--- config.mk ---
export PLATFORM = sky130hd
export DESIGN_NAME = char_write_ctrl_flat
export DESIGN_NICKNAME = d
export VERILOG_FILES = /design/src/rtl/term_pkg.sv /design/src/rtl/char_write_ctrl_if.sv /design/src/rtl/mod_counter.sv /design/src/rtl/char_write_ctrl.sv /design/src/flat_wrapper.sv
export SDC_FILE = /design/constraint.sdc
export NUM_CORES = 1
export LEC_CHECK = 0
export BUFFER_PORTS_ARGS = -buffer_cell sky130_fd_sc_hd__buf_2
export CORE_MARGIN = 2
export CORE_UTILIZATION = 59
export CTS_BUF_LIST = sky130_fd_sc_hd__clkbuf_8
export DETAILED_ROUTE_END_ITERATION = 10
export PLACE_DENSITY = 0.95
export SLEW_MARGIN = 20
export SYNTH_ARGS = -nofsm -noshare
export SYNTH_HDL_FRONTEND = slang
export SYNTH_SLANG_ARGS = --single-unit
--- constraint.sdc ---
create_clock -name clk -period 4.6 [get_ports clk]
set_clock_uncertainty 0.1 [all_clocks]
set_input_delay 0.92 -clock clk [delete_from_list [all_inputs] [get_ports clk]]
set_output_delay 0.92 -clock clk [all_outputs]
set_load 0.005 [all_outputs]
--- src/rtl/term_pkg.sv ---
`default_nettype none
// ============================================================================
// Module      : term_pkg
// Description : Shared definitions for the character row write controller:
//               geometry defaults, command encodings and controller states.
// Revision    : 1.0 - initial release
// ============================================================================
package term_pkg;

    // Row geometry defaults
    localparam int          TERM_DEPTH = 40;
    localparam int          TERM_WIDTH = 6;
    localparam logic [5:0]  TERM_BLANK = 6'h20;

    // Cursor / phase width (columns 0..63 addressable)
    localparam int          COL_W      = 6;

    // wr_cmd encodings
    typedef enum logic [1:0] {
        CMD_CHAR  = 2'b00,
        CMD_CR    = 2'b01,
        CMD_CLEAR = 2'b10,
        CMD_RSVD  = 2'b11
    } wr_cmd_e;

    // Controller states
    typedef enum logic [1:0] {
        ST_IDLE       = 2'd0,
        ST_WAIT_COL   = 2'd1,
        ST_CLEAR_WAIT = 2'd2,
        ST_CLEARING   = 2'd3
    } state_e;

endpackage
`default_nettype wire

--- src/rtl/char_write_ctrl_if.sv ---
`default_nettype none
// ============================================================================
// Module      : char_write_ctrl_if
// Description : Command handshake, shift-memory drive and cursor status bundle
//               of the character row write controller.
//               master : command source / memory observer
//               slave  : the controller
//               Signals: wr_valid, wr_cmd, wr_data -> slave;
//                        wr_ready, busy, mem_rc, mem_in, cursor_col,
//                        cursor_hit, line_wrap -> master.
// Revision    : 1.0 - initial release
// ============================================================================
interface char_write_ctrl_if
    import term_pkg::*;
#(
    parameter int WIDTH = TERM_WIDTH
);
    logic              wr_valid;
    logic [1:0]        wr_cmd;
    logic [WIDTH-1:0]  wr_data;
    logic              wr_ready;
    logic              mem_rc;
    logic [WIDTH-1:0]  mem_in;
    logic [COL_W-1:0]  cursor_col;
    logic              cursor_hit;
    logic              line_wrap;
    logic              busy;

    modport master (
        output wr_valid, wr_cmd, wr_data,
        input  wr_ready, mem_rc, mem_in, cursor_col, cursor_hit, line_wrap, busy
    );

    modport slave (
        input  wr_valid, wr_cmd, wr_data,
        output wr_ready, mem_rc, mem_in, cursor_col, cursor_hit, line_wrap, busy
    );
endinterface
`default_nettype wire

--- src/rtl/mod_counter.sv ---
`default_nettype none
// ============================================================================
// Module      : mod_counter
// Description : Free-running modulo-MODULUS counter, +1 per clock.
//               clk   : clock
//               rst_n : synchronous active-low reset (count -> 0)
//               count : current value 0..MODULUS-1
//               wrap  : high while count == MODULUS-1 (next edge wraps to 0)
// Revision    : 1.0 - initial release
// ============================================================================
module mod_counter #(
    parameter int MODULUS = 40,
    parameter int W       = 6
) (
    input  wire logic         clk,
    input  wire logic         rst_n,
    output logic [W-1:0]      count,
    output logic              wrap
);
    localparam logic [W-1:0] c_last = W'(MODULUS - 1);

    logic [W-1:0] count_q;
    logic [W-1:0] count_d;

    always_comb begin
        count_d = (count_q == c_last) ? '0 : count_q + 1'b1;
    end

    always_ff @(posedge clk) begin
        if (!rst_n) begin
            count_q <= '0;
        end else begin
            count_q <= count_d;
        end
    end

    assign count = count_q;
    assign wrap  = (count_q == c_last);

endmodule
`default_nettype wire

--- src/rtl/char_write_ctrl.sv ---
`default_nettype none
// ============================================================================
// Module      : char_write_ctrl
// Description : Write controller for a recirculating character row shift
//               memory. The memory shifts every clock; a phase counter tracks
//               which column sits at the memory head. Commands write one
//               character at the cursor, return the cursor, or blank the row.
//               clk   : clock
//               rst_n : synchronous active-low reset
//               bus   : char_write_ctrl_if.slave (command handshake, memory
//                       drive mem_rc/mem_in, cursor status)
// Revision    : 1.0 - initial release
// ============================================================================
module char_write_ctrl
    import term_pkg::*;
#(
    parameter int               DEPTH = TERM_DEPTH,
    parameter int               WIDTH = TERM_WIDTH,
    parameter logic [WIDTH-1:0] BLANK = WIDTH'(TERM_BLANK)
) (
    input  wire logic        clk,
    input  wire logic        rst_n,
    char_write_ctrl_if.slave bus
);
    localparam logic [COL_W-1:0] c_last_col = COL_W'(DEPTH - 1);

    logic [COL_W-1:0] w_phase;
    logic             w_phase_last;

    state_e           state_q,  state_d;
    logic [COL_W-1:0] cursor_q, cursor_d;
    logic [WIDTH-1:0] data_q,   data_d;
    logic             wrap_q,   wrap_d;

    logic             w_mem_rc;
    logic [WIDTH-1:0] w_mem_in;

    mod_counter #(
        .MODULUS (DEPTH),
        .W       (COL_W)
    ) u_phase (
        .clk   (clk),
        .rst_n (rst_n),
        .count (w_phase),
        .wrap  (w_phase_last)
    );

    always_comb begin
        state_d  = state_q;
        cursor_d = cursor_q;
        data_d   = data_q;
        wrap_d   = 1'b0;
        w_mem_rc = 1'b1;
        w_mem_in = '0;

        case (state_q)
            ST_IDLE: begin
                if (bus.wr_valid) begin
                    case (wr_cmd_e'(bus.wr_cmd))
                        CMD_CHAR: begin
                            data_d  = bus.wr_data;
                            state_d = ST_WAIT_COL;
                        end
                        CMD_CR: begin
                            cursor_d = '0;
                            wrap_d   = 1'b1;
                        end
                        CMD_CLEAR: begin
                            // Column 0 arrives on the next cycle when accepted
                            // at the last phase, so skip the wait state.
                            state_d = w_phase_last ? ST_CLEARING : ST_CLEAR_WAIT;
                        end
                        default: ;
                    endcase
                end
            end

            ST_WAIT_COL: begin
                if (w_phase == cursor_q) begin
                    w_mem_rc = 1'b0;
                    w_mem_in = data_q;
                    state_d  = ST_IDLE;
                    if (cursor_q == c_last_col) begin
                        cursor_d = '0;
                        wrap_d   = 1'b1;
                    end else begin
                        cursor_d = cursor_q + 1'b1;
                    end
                end
            end

            ST_CLEAR_WAIT: begin
                // Enter CLEARING so that its first cycle is phase 0.
                if (w_phase_last) begin
                    state_d = ST_CLEARING;
                end
            end

            ST_CLEARING: begin
                w_mem_rc = 1'b0;
                w_mem_in = BLANK;
                if (w_phase_last) begin
                    state_d  = ST_IDLE;
                    cursor_d = '0;
                end
            end

            default: state_d = ST_IDLE;
        endcase
    end

    always_ff @(posedge clk) begin
        if (!rst_n) begin
            state_q  <= ST_IDLE;
            cursor_q <= '0;
            data_q   <= '0;
            wrap_q   <= 1'b0;
        end else begin
            state_q  <= state_d;
            cursor_q <= cursor_d;
            data_q   <= data_d;
            wrap_q   <= wrap_d;
        end
    end

    assign bus.wr_ready   = (state_q == ST_IDLE);
    assign bus.busy       = (state_q != ST_IDLE);
    assign bus.mem_rc     = w_mem_rc;
    assign bus.mem_in     = w_mem_in;
    assign bus.cursor_col = cursor_q;
    assign bus.cursor_hit = (w_phase == cursor_q);
    assign bus.line_wrap  = wrap_q;

endmodule
`default_nettype wire

--- src/flat_wrapper.sv ---
// flat-port wrapper written by rule: the top's interface ports become plain ports
module char_write_ctrl_flat import term_pkg::*;
#(
    parameter int               DEPTH = TERM_DEPTH,
    parameter int               WIDTH = TERM_WIDTH,
    parameter logic [WIDTH-1:0] BLANK = WIDTH'(TERM_BLANK)
)
  (clk, rst_n, bus_wr_valid, bus_wr_cmd, bus_wr_data, bus_wr_ready, bus_mem_rc, bus_mem_in, bus_cursor_col, bus_cursor_hit, bus_line_wrap, bus_busy);
  char_write_ctrl_if #(.WIDTH(WIDTH)) bus_i ();
  input  wire logic clk;
  input  wire logic rst_n;
  input wire logic [$bits(bus_i.wr_valid)-1:0] bus_wr_valid;
  input wire logic [$bits(bus_i.wr_cmd)-1:0] bus_wr_cmd;
  input wire logic [$bits(bus_i.wr_data)-1:0] bus_wr_data;
  output wire logic [$bits(bus_i.wr_ready)-1:0] bus_wr_ready;
  output wire logic [$bits(bus_i.mem_rc)-1:0] bus_mem_rc;
  output wire logic [$bits(bus_i.mem_in)-1:0] bus_mem_in;
  output wire logic [$bits(bus_i.cursor_col)-1:0] bus_cursor_col;
  output wire logic [$bits(bus_i.cursor_hit)-1:0] bus_cursor_hit;
  output wire logic [$bits(bus_i.line_wrap)-1:0] bus_line_wrap;
  output wire logic [$bits(bus_i.busy)-1:0] bus_busy;
  assign bus_i.wr_valid = bus_wr_valid;
  assign bus_i.wr_cmd = bus_wr_cmd;
  assign bus_i.wr_data = bus_wr_data;
  assign bus_wr_ready = bus_i.wr_ready;
  assign bus_mem_rc = bus_i.mem_rc;
  assign bus_mem_in = bus_i.mem_in;
  assign bus_cursor_col = bus_i.cursor_col;
  assign bus_cursor_hit = bus_i.cursor_hit;
  assign bus_line_wrap = bus_i.line_wrap;
  assign bus_busy = bus_i.busy;
  char_write_ctrl #(.DEPTH(DEPTH), .WIDTH(WIDTH), .BLANK(BLANK)) u_core (.clk(clk), .rst_n(rst_n), .bus(bus_i));
endmodule
Yosys cells after proc, flatten, opt, wreduce, memory -nomap -nowiden
Cells that the tools add are included.
{ "word_totals": {"out_inout_bits": 17, "inputBits": 11, "regBits": 21} }
{ "classes": {"eq_ne": 14, "reduce_logical": 8, "add_sub_neg": 2, "muxes": 22, "n_bitwise": 1} }
{ "ops": {"columns": ["operator", "count"], "rows": [
  ["2-to-1 mux 6 bit", 6],
  ["case mux 6 bit (3 select lines)", 1],
  ["adder 6 x 1 -> 6 bit, second input constant", 2],
  ["equality test 6 bit, second input constant", 2],
  ["case mux 6 bit (2 select lines)", 1],
  ["AND reduction 5 bit", 2],
  ["2-to-1 mux 2 bit", 4],
  ["case mux 2 bit (4 select lines)", 1],
  ["equality test 2 bit, second input constant", 3],
  ["equality test 6 bit", 1],
  ["2-to-1 mux 1 bit", 6],
  ["!= test 2 x 1 -> 1 bit, second input constant", 3],
  ["equality test 2 x 1 -> 1 bit, second input constant", 2],
  ["zero test 2 bit", 2],
  ["!= test 2 bit, second input constant", 2],
  ["case mux 1 bit (2 select lines)", 2],
  ["case mux 2 bit (2 select lines)", 1],
  ["!= test 3 x 1 -> 1 bit, second input constant", 1],
  ["AND reduction 3 bit", 1],
  ["nonzero test 3 bit", 1],
  ["nonzero test 2 bit", 1],
  ["OR reduction 2 bit", 1],
  ["NOT 1 bit", 1]
]} }

Longest topological paths before layout
Gate-level depths: netlist (run 1).
{ "depth": {"ltp_word": 5, "depth_mapped": 7, "ltp_nobuf": 6} }

Cells and area by module
From an unflattened synthesis (run 1), not the netlist that was laid out.
{ "hier_totals": {"cells_unflattened": 132, "area_unflattened_um2": 1207.4} }
{ "modules_own_cells": {"columns": ["mod", "n_inst", "cells_each", "area_per_inst_um2", "seq_area_each_um2"], "rows": [
  ["char_write_ctrl", 1, 107, 962.2, 300.3],
  ["mod_counter", 1, 25, 245.2, 120.1]
]} }

Worst setup path after synthesis (run 1)
OpenSTA, ideal clock, no wires.
{ "synth_timing": {"path_type": "register to output", "start": "register u_core.cursor_q[3], in the netlist u_core.bus.cursor_col[3]", "end": "output bus_mem_in[0]", "stages_incl_launch_ff": 6, "arrival_time_ps": 1377, "setup_slack_ps": 2203, "cell_sequence": "dfxtp_1 -> buf_6 -> xnor2_1 -> nand4_1 -> nor4b_4 -> and2_2"} }
{ "synth_between": {"elab_chain_len": 3} }
{ "synth_rtl": {"columns": ["item", "line_no", "text"], "rows": [
  ["start, declared", "char_write_ctrl.sv:31", "logic [COL_W-1:0] cursor_q, cursor_d;"],
  ["start signal, assigned", "char_write_ctrl.sv:120", "cursor_q <= cursor_d;"],
  ["equality test 6 bit", "char_write_ctrl.sv:79", "if (w_phase == cursor_q) begin"],
  ["2-to-1 mux 6 bit", "char_write_ctrl.sv:79", null],
  ["case mux 6 bit (2 select lines)", "char_write_ctrl.sv:56", "case (state_q)"],
  ["end, declared", "flat_wrapper.sv:17", "output wire logic [$bits(bus_i.mem_in)-1:0] bus_mem_in;"]
]} }
Every way passes these cells.

Final worst setup path (run 1)
Ends and elaborated chain as after synthesis.

==> impl_results.md, run 1 <==
- Minimum clock period: 3.039 ns
- # hold bufs at CTS: 0
- Buffers on Ports: 27
- Cts repair resizes: 0
- Total grt overflow: 0
- Post-synthesis mux area share: 5.983%
- Layout Utilization: 69.79%
- Detailed Routing Iterations Pass 1: 5
- Mean Syn Cell Area: 9.221 µm²
- CP peak stage delay: 0.53 ns
- Vias/cell: 5.713
- Synth area leaders: dfxtp_1 36%, mux2i_1 6.0%, xnor2_1 6.0%, nor2b_1 4.8%, and2_2 3.2%
- Standard-cell rows: 16
- Remaining DRCs: 0
- Clk slew on worst S/H paths: 0.08 ns
- Post-CTS setup buffer count: 0
- Ys flop type: dfxtp_1
- CTS H-Tree Depth: 1
- Max_cap viols: 0
- Core area: 0.001922 mm²
- Synthesized cell area: 0.001171 mm²
- Clock Latency Late Sink: 0.26 ns
- Layout cell share with drive strength beyond 1: 29.80%
- DIE AREA: 0.002357 mm²
- P per Cell Area: 281.3 mW/mm²
- Area grow syn2layout: 14.53%
- CP endpoint kind: output pin
- GRT Total Usage: 23.36%
- Final nets: 165
- Final non-filler cell total: 178
- Final worst path period share: 66.07%
- CP delay by family, top: simple AND/OR/NAND/NOR gates
- Maximum clock insertion buffer count: 2
- Worst Path Buf+Inv: 1
- FFs w/ async S/R, synth: 0%
- Placed cells: 174
- Most frequent cells in the layout: 27 x buf_2, 21 x dfxtp_1, 10 x nor2_1
- Root buf cell: clkbuf_8
- Hold WC Path Type: register to register
- Commonest non-fill, non-tap cell in the layout: buf_2
- Synth Area in Simple Gates: 29.91%
- Post-Synth Adder-Cell Area: 2.137%
- First-pass GRT wire length: 4367 µm
- Post-synthesis sequential area ratio: 35.90%
- Worst-path cell chain: xnor2_1, nand4_1, nor4b_4, and2_2, buf_2
- Area leader, netlist: dfxtp_1
- EDFF count, synth: 0
- # IOs: 28
- Vias: 1017
- Switching Share: 27.01%
- DRT Wirelength: 2572 µm
- Die Width: 48.55 µm
- Xor/xnor share of the synthesized area: 7.479%
- Clk sinks: 21
- Sum Neg Setup Slack: 0 ns
- Clock power share: 32.3%
- Detail Route Antenna Nets: 0
- Vias in the first global route: 963
- Combinational power share: 15.0%
- Syn_nets: 140
- Worst setup SP type: register
- Slew Viols, Final: 0
- CTS buffer count: 3
- Initial antenna violation count: 0
- Final Setup Violations: 0
- TritonCTS clock tree: built
- WP data required: 3.58 ns
- Routed WL per cell: 14.45 µm
- Net Switching: 0.1019 mW
- P_int: 0.2754 mW
- Synth warnings: 0
- Largest family of logic cells by synthesized area: simple AND/OR/NAND/NOR gates
- Initial DRC count: 44
- Routability cong.: 0.7905
- Critical path arrival: 2.02 ns
- Flop pwr share: 52.7%
- Slowest cell on the critical path: dfxtp_1
- Hpwl dp: 1854 µm
- Gate Count Post-Synth: 127
- Status: completed
- Die H: 48.55 µm
- Inserted Diodes: 0
- Leakage: 0.5731 nW
- Largest net degree at the start of global routing: 23
- Maximum vdd drop: 269.3 µV
- Fmax: 329.0 MHz
- Final hold vios: 0
- Slew margin rel.: 67.19%
- Critical path class: register to output pin
- CP Max Fanout: 11
- Synth Register Bits: 21
- Slew of the pin with the lowest slew margin: 0.4900 ns
- RSZ-0062 raised after global routing: no
- Post-synth top area share: 35.90%
- Compound-Gate Fraction of Synth Area: 13.46%
- Count of different cell masters after synthesis: 38
- Starting Density: 60.94%
cell usage after synthesis (all sizes together) (4+ instances only):
cell,n
a31oi,4
clkbuf,4
mux2i,7
nor3b,4
a32o,4
dfxtp,21
nor2,10
inv,4
and2,8
nor2b,10
xnor2,8
nand2,6
cell type report:
type,instances,area [µm²]
repair buffers,27,135.1
inverters,4,15.01
clock buffers,3,41.29
well taps,27,33.78
multi-input cells,95,690.7
flip-flops and latches,21,420.4
clock inverters,1,5.005
fillers,149,580.6
worst register-to-register path, delay by kind of cell, from the launching register on:
kind	cells	cell delay [ns]
AO/OA/AOI/OAI	1	0.37
flip-flops	1	0.53
AND/OR/NAND/NOR	3	0.88
XOR/XNOR	1	0.16
sequential cells by signal, summed over array words and instances, names as in the netlist:
name                   cells
u_core.u_phase.count       6
u_core.bus.line_wrap       1
u_core.bus.cursor_col      6
u_core.data_q              6
u_core.state_q             2
metal layers:
metal,global-route usage [%],vias to the layer above,wire [µm]
met3,3.395,11,123
met2,40.28,37,1247
met4,10.48,0,81
met1,28.91,470,1119
met5,0,-,0
li1,-,499,-
final timing paths:
path | startpoint | to | slack (ns) | cells after the start
setup / recovery | u_core.bus.cursor_col[3] | bus_mem_in[0] | 1.56 | 5
hold / removal | u_core.u_phase.count[0] | u_core.u_phase.count[0] | 0.38 | 1
setup reg to reg | u_core.bus.cursor_col[3] | u_core.bus.cursor_col[2] | 2.45 | 5
hold reg to reg | u_core.u_phase.count[0] | u_core.u_phase.count[0] | 0.38 | 1
cell families after synthesis:
logic type      count (synthesis)
compound gates                 21
xor+xnor                       10
fa+ha+maj                       2
buf+inv                        11
flops                          21
mux                             7
simple gates                   55
through the flow:
stage / setup WS [ns] / power [mW] / instance area (µm²) / hold WS [ns]
2_1_floorplan: 2.203 / 0.2414 / 1171 / 0.3373
3_3_place_gp: 1.980 / 0.2565 / 1295 / 0.3649
3_5_place_dp: 1.907 / 0.2586 / 1295 / 0.3676
4_1_cts: 1.570 / 0.3780 / 1341 / 0.3856
5_1_grt: 1.376 / 0.3932 / 1341 / 0.3955
6_report: 1.561 / 0.3773 / 1341 / 0.3812
power groups by stage:
stage                     Sequential, mW  Clock, mW  Combinational, mW
after floorplan                    0.197          0             0.0445
after global placement             0.203          0             0.0537
after detailed placement           0.203          0             0.0556
after CTS                          0.199      0.123             0.0562
after global routing               0.200      0.130             0.0626
final                              0.199      0.122             0.0565
Power figures use the tool's default switching activity.
==> run 2, diff against run 1 <==
CORE_ASPECT_RATIO = 0.6   (was not set)
CORE_UTILIZATION = 49   (was 59)
PLACE_DENSITY = 0.85   (was 0.95)
clock period = 2.71 ns   (was 4.6 ns; I/O delays follow)
==> impl_results.md, run 2 (synthesized netlist as in run 1, its figures left out) <==
- Total grt overflow: 0
- CP delay by family, top: simple AND/OR/NAND/NOR gates
- Clock Latency Late Sink: 0.26 ns
- CP peak stage delay: 0.53 ns
- Standard-cell rows: 13
- Starting Density: 52.94%
- Initial DRC count: 69
- Hold WC Path Type: register to register
- Routed WL per cell: 13.58 µm
- Most frequent cells in the layout: 27 x buf_2, 21 x dfxtp_1, 10 x nor2_1
- Worst setup SP type: register
- Max_cap viols: 0
- Final worst path period share: 90.35%
- Final nets: 167
- Critical Path Source: u_core.bus.cursor_col[3]
- P per Cell Area: 473.8 mW/mm²
- Vias/cell: 5.470
- Maximum clock insertion buffer count: 2
- Cts repair resizes: 0
- Detail Route Antenna Nets: 0
- Finished Cell Area: 0.001360 mm²
- Layout Utilization: 61.48%
- DP Area: 0.001306 mm²
- Die Width: 67.12 µm
- Inserted Diodes: 0
- Slew of the pin with the lowest slew margin: 0.4479 ns
- Core area: 0.002212 mm²
- Highest Signal Layer: met4
- Layout cell share with drive strength beyond 1: 30.72%
- CP endpoint kind: output pin
- Area grow syn2layout: 16.13%
- # IOs: 28
- # hold bufs at CTS: 0
- Slew margin rel.: 70.11%
- Critical path class: register to output pin
- Maximum vdd drop: 271.4 µV
- Slew Viols, Final: 0
- Hold WS: 0.3924 ns
- Routability cong.: 0.8103
- Slowest cell on the critical path: dfxtp_1
- Minimum clock period: 2.449 ns
- CTS H-Tree Depth: 1
- Remaining DRCs: 0
- Met3 routed WL: 132 µm
- Hpwl dp: 1862 µm
- Clk sinks: 21
- Status: completed
- Sum Neg Setup Slack: 0 ns
- WP data required: 2.07 ns
- Fmax: 408.4 MHz
- First-pass GRT wire length: 4209 µm
- Critical path arrival: 1.81 ns
- DRT Wirelength: 2486 µm
- CP Max Fanout: 11
- RR Startpoint: u_core.bus.cursor_col[3]
- Detailed Routing Iterations Pass 1: 4
- GRT Total Usage: 19.74%
- Fillers: 209
- Hold_sp: u_core.u_phase.count[0]
- Leakage: 0.5833 nW
- TritonCTS clock tree: built
- Worst-path cell chain: xnor2_1, nand4_1, nor4b_4, and2_2, buf_2
- CTS buffer count: 3
- Met1 wire length: 1259 µm
- Buffers on Ports: 27
- Commonest non-fill, non-tap cell in the layout: buf_2
- Final Setup Violations: 0
- Metal2 WL: 1067 µm
- Final hold vios: 0
- RSZ-0062 raised after global routing: no
- Die H: 41.87 µm
- Root buf cell: clkbuf_8
- Largest net degree at the start of global routing: 23
- Clk slew on worst S/H paths: 0.07 ns
- Vias: 1001
- Initial antenna violation count: 0
- Worst Path Buf+Inv: 1
- DIE AREA: 0.002810 mm²
- Vias in the first global route: 892
## run 2: path summary, 6_finish.rpt
path	slack, ns	cells past startpoint	endpoint
setup reg to reg	0.64	6	u_core.bus.cursor_col[2]
setup / recovery	0.26	5	bus_mem_in[3]
hold reg to reg	0.39	1	u_core.u_phase.count[0]
hold / removal	0.39	1	u_core.u_phase.count[0]
## run 2: repair_timing
item                       in CTS  in global routing
hold endpoints to repair        0                  0
setup endpoints to repair       0                  5
setup buffers                   0                  1
## run 2: layout make-up
cell class	instances	area, µm²	area share, %
tap	30	37.54	2.760
inverter	4	15.01	1.104
multi-input combinational	95	690.7	50.78
timing repair buffer	29	150.1	11.04
sequential	21	420.4	30.91
clock buffer	3	41.29	3.036
clock inverter	1	5.005	0.3680
## run 2: power by group
part / switching, mW / internal (mW) / total, mW
combinational: 0.0512 / 0.0490 / 0.100
sequential: 0.0172 / 0.320 / 0.337
clock: 0.104 / 0.103 / 0.207
## run 2: routing by layer
| layer | GRT usage [%] | vias to the layer above |
|---|---|---|
| li1 | - | 500 |
| met1 | 28.62 | 469 |
| met2 | 27.33 | 28 |
| met3 | 6.504 | 4 |
| met4 | 6.122 | 0 |
| met5 | 0 | - |
## run 2: stage by stage
stage,setup WS (ns),total power [mW],cells
finish,0.2615,0.6444,183
global route,0.1107,0.6772,183
CTS,0.04953,0.6458,182
detailed placement,0.3446,0.4430,178
global placement,0.4557,0.4402,178
floorplan,0.6907,0.4097,127
==> run 3, diff against run 2 <==
CORE_UTILIZATION = 42   (was 49)
PLACE_DENSITY = 0.76   (was 0.85)
==> impl_results.md, run 3 (synthesized netlist as in run 1, its figures left out) <==
- Status: completed
- Vias: 996
- CP endpoint kind: output pin
- Combinational power share: 15.5%
- # IOs: 28
- Clk sinks: 21
- CP Max Fanout: 11
- Die H: 44.91 µm
- P_int: 0.4734 mW
- Maximum clock insertion buffer count: 2
- Clk slew on worst S/H paths: 0.08 ns
- First-pass GRT wire length: 4236 µm
- Critical path class: register to output pin
- Worst setup SP type: register
- Sum Neg Setup Slack: 0 ns
- Critical path arrival: 1.85 ns
- Buffers on Ports: 27
- Final worst path period share: 92.11%
- Slew of the pin with the lowest slew margin: 0.4200 ns
- Worst-path cell chain: xnor2_1, nand4_1, nor4b_4, and2_2, buf_2
- Initial antenna violation count: 0
- Hold WS: 0.3817 ns
- Routability cong.: 0.8099
- Die Width: 72.17 µm
- Area grow syn2layout: 17.20%
- CP delay by family, top: simple AND/OR/NAND/NOR gates
- Minimum clock period: 2.496 ns
- Hpwl dp: 1885 µm
- Clock Latency Late Sink: 0.27 ns
- Net Switching: 0.1815 mW
- Slew Viols, Final: 0
- Final Setup Violations: 0
- Starting Density: 45.48%
- Commonest non-fill, non-tap cell in the layout: buf_2
- Layout cell share with drive strength beyond 1: 31.17%
- Hold WC Path Type: register to register
- RSZ-0062 raised after global routing: no
- DP Area: 0.001316 mm²
- CP peak stage delay: 0.53 ns
- Routed WL per cell: 13.66 µm
- Fmax: 400.6 MHz
- Leakage: 0.5850 nW
- Switching Share: 27.71%
- Remaining DRCs: 0
- Max_cap viols: 0
- Flop pwr share: 51.5%
- Detailed Routing Iterations Pass 1: 4
- Place WS: 0.3398 ns
- Slew margin rel.: 71.97%
- # hold bufs at CTS: 0
- Detail Route Antenna Nets: 0
- Inserted Diodes: 0
- Layout Utilization: 53.30%
- Root buf cell: clkbuf_8
- Final nets: 168
- Largest net degree at the start of global routing: 23
- TritonCTS clock tree: built
- Total grt overflow: 0
- DRT Wirelength: 2541 µm
- Maximum vdd drop: 231.7 µV
- CTS H-Tree Depth: 1
- Final hold vios: 0
- Slowest cell on the critical path: dfxtp_1
- CTS buffer count: 3
- Most frequent cells in the layout: 27 x buf_2, 21 x dfxtp_1, 10 x nor2_1
- Final WS setup: 0.2137 ns
- WP data required: 2.07 ns
- Initial DRC count: 84
- Clock power share: 33.0%
- Worst Path Buf+Inv: 1
- Vias in the first global route: 914
- GRT Total Usage: 17.11%
- Core area: 0.002575 mm²
- Vias/cell: 5.355
- Standard-cell rows: 14
- Finished Cell Area: 0.001373 mm²
- DIE AREA: 0.003241 mm²
- P per Cell Area: 477.1 mW/mm²
[run 3: cell types whose count changed in the layout (fill, tap and decap cells not counted)]
cell	delta
clkinv_2	-1
clkinvlp_4	+1
buf_4	+1
[run 3: through the flow]
step,std cells,total power [mW]
after CTS,185,0.6595
final,186,0.6549
after floorplan,127,0.4097
after detailed placement,181,0.4444
after global placement,181,0.4413
after global routing,186,0.6840
[run 3: worst paths after layout]
check,start,to,slack [ns],depth (start not counted)
worst max-delay path,u_core.bus.cursor_col[3],bus_mem_in[1],0.21,5
worst max register to register,u_core.bus.cursor_col[3],u_core.bus.cursor_col[2],0.59,6
worst min register to register,u_core.u_phase.count[0],u_core.u_phase.count[0],0.38,1
worst min-delay path,u_core.u_phase.count[0],u_core.u_phase.count[0],0.38,1
[run 3: power groups by stage]
stage / Sequential [mW] / Clock, mW / Combinational [mW]
after floorplan: 0.334 / 0 / 0.0756
after global placement: 0.344 / 0 / 0.0969
after detailed placement: 0.345 / 0 / 0.0996
after CTS: 0.338 / 0.222 / 0.100
after global routing: 0.341 / 0.228 / 0.115
final: 0.337 / 0.216 / 0.101
[run 3: routing by layer]
layer | vias to the layer above | wire [µm] | global-route usage (%)
met5 | - | 0 | 0
met2 | 31 | 1093 | 25.14
met3 | 8 | 147 | 5.134
li1 | 503 | - | -
met1 | 454 | 1257 | 23.97
met4 | 0 | 42 | 6.038
[run 3: cell type report]
cell class,count,area [µm²]
multi-input cells,95,690.7
inverters,4,15.01
clock buffers,3,41.29
repair buffers,30,157.7
well taps,32,40.04
fillers,232,1202
flip-flops and latches,21,420.4
clock inverters,1,7.507
[run 3: timing repair]
action / CTS / global route
endpoints found under the setup margin: 0 / 5
buffers inserted: 0 / 1
resized for setup: 0 / 0
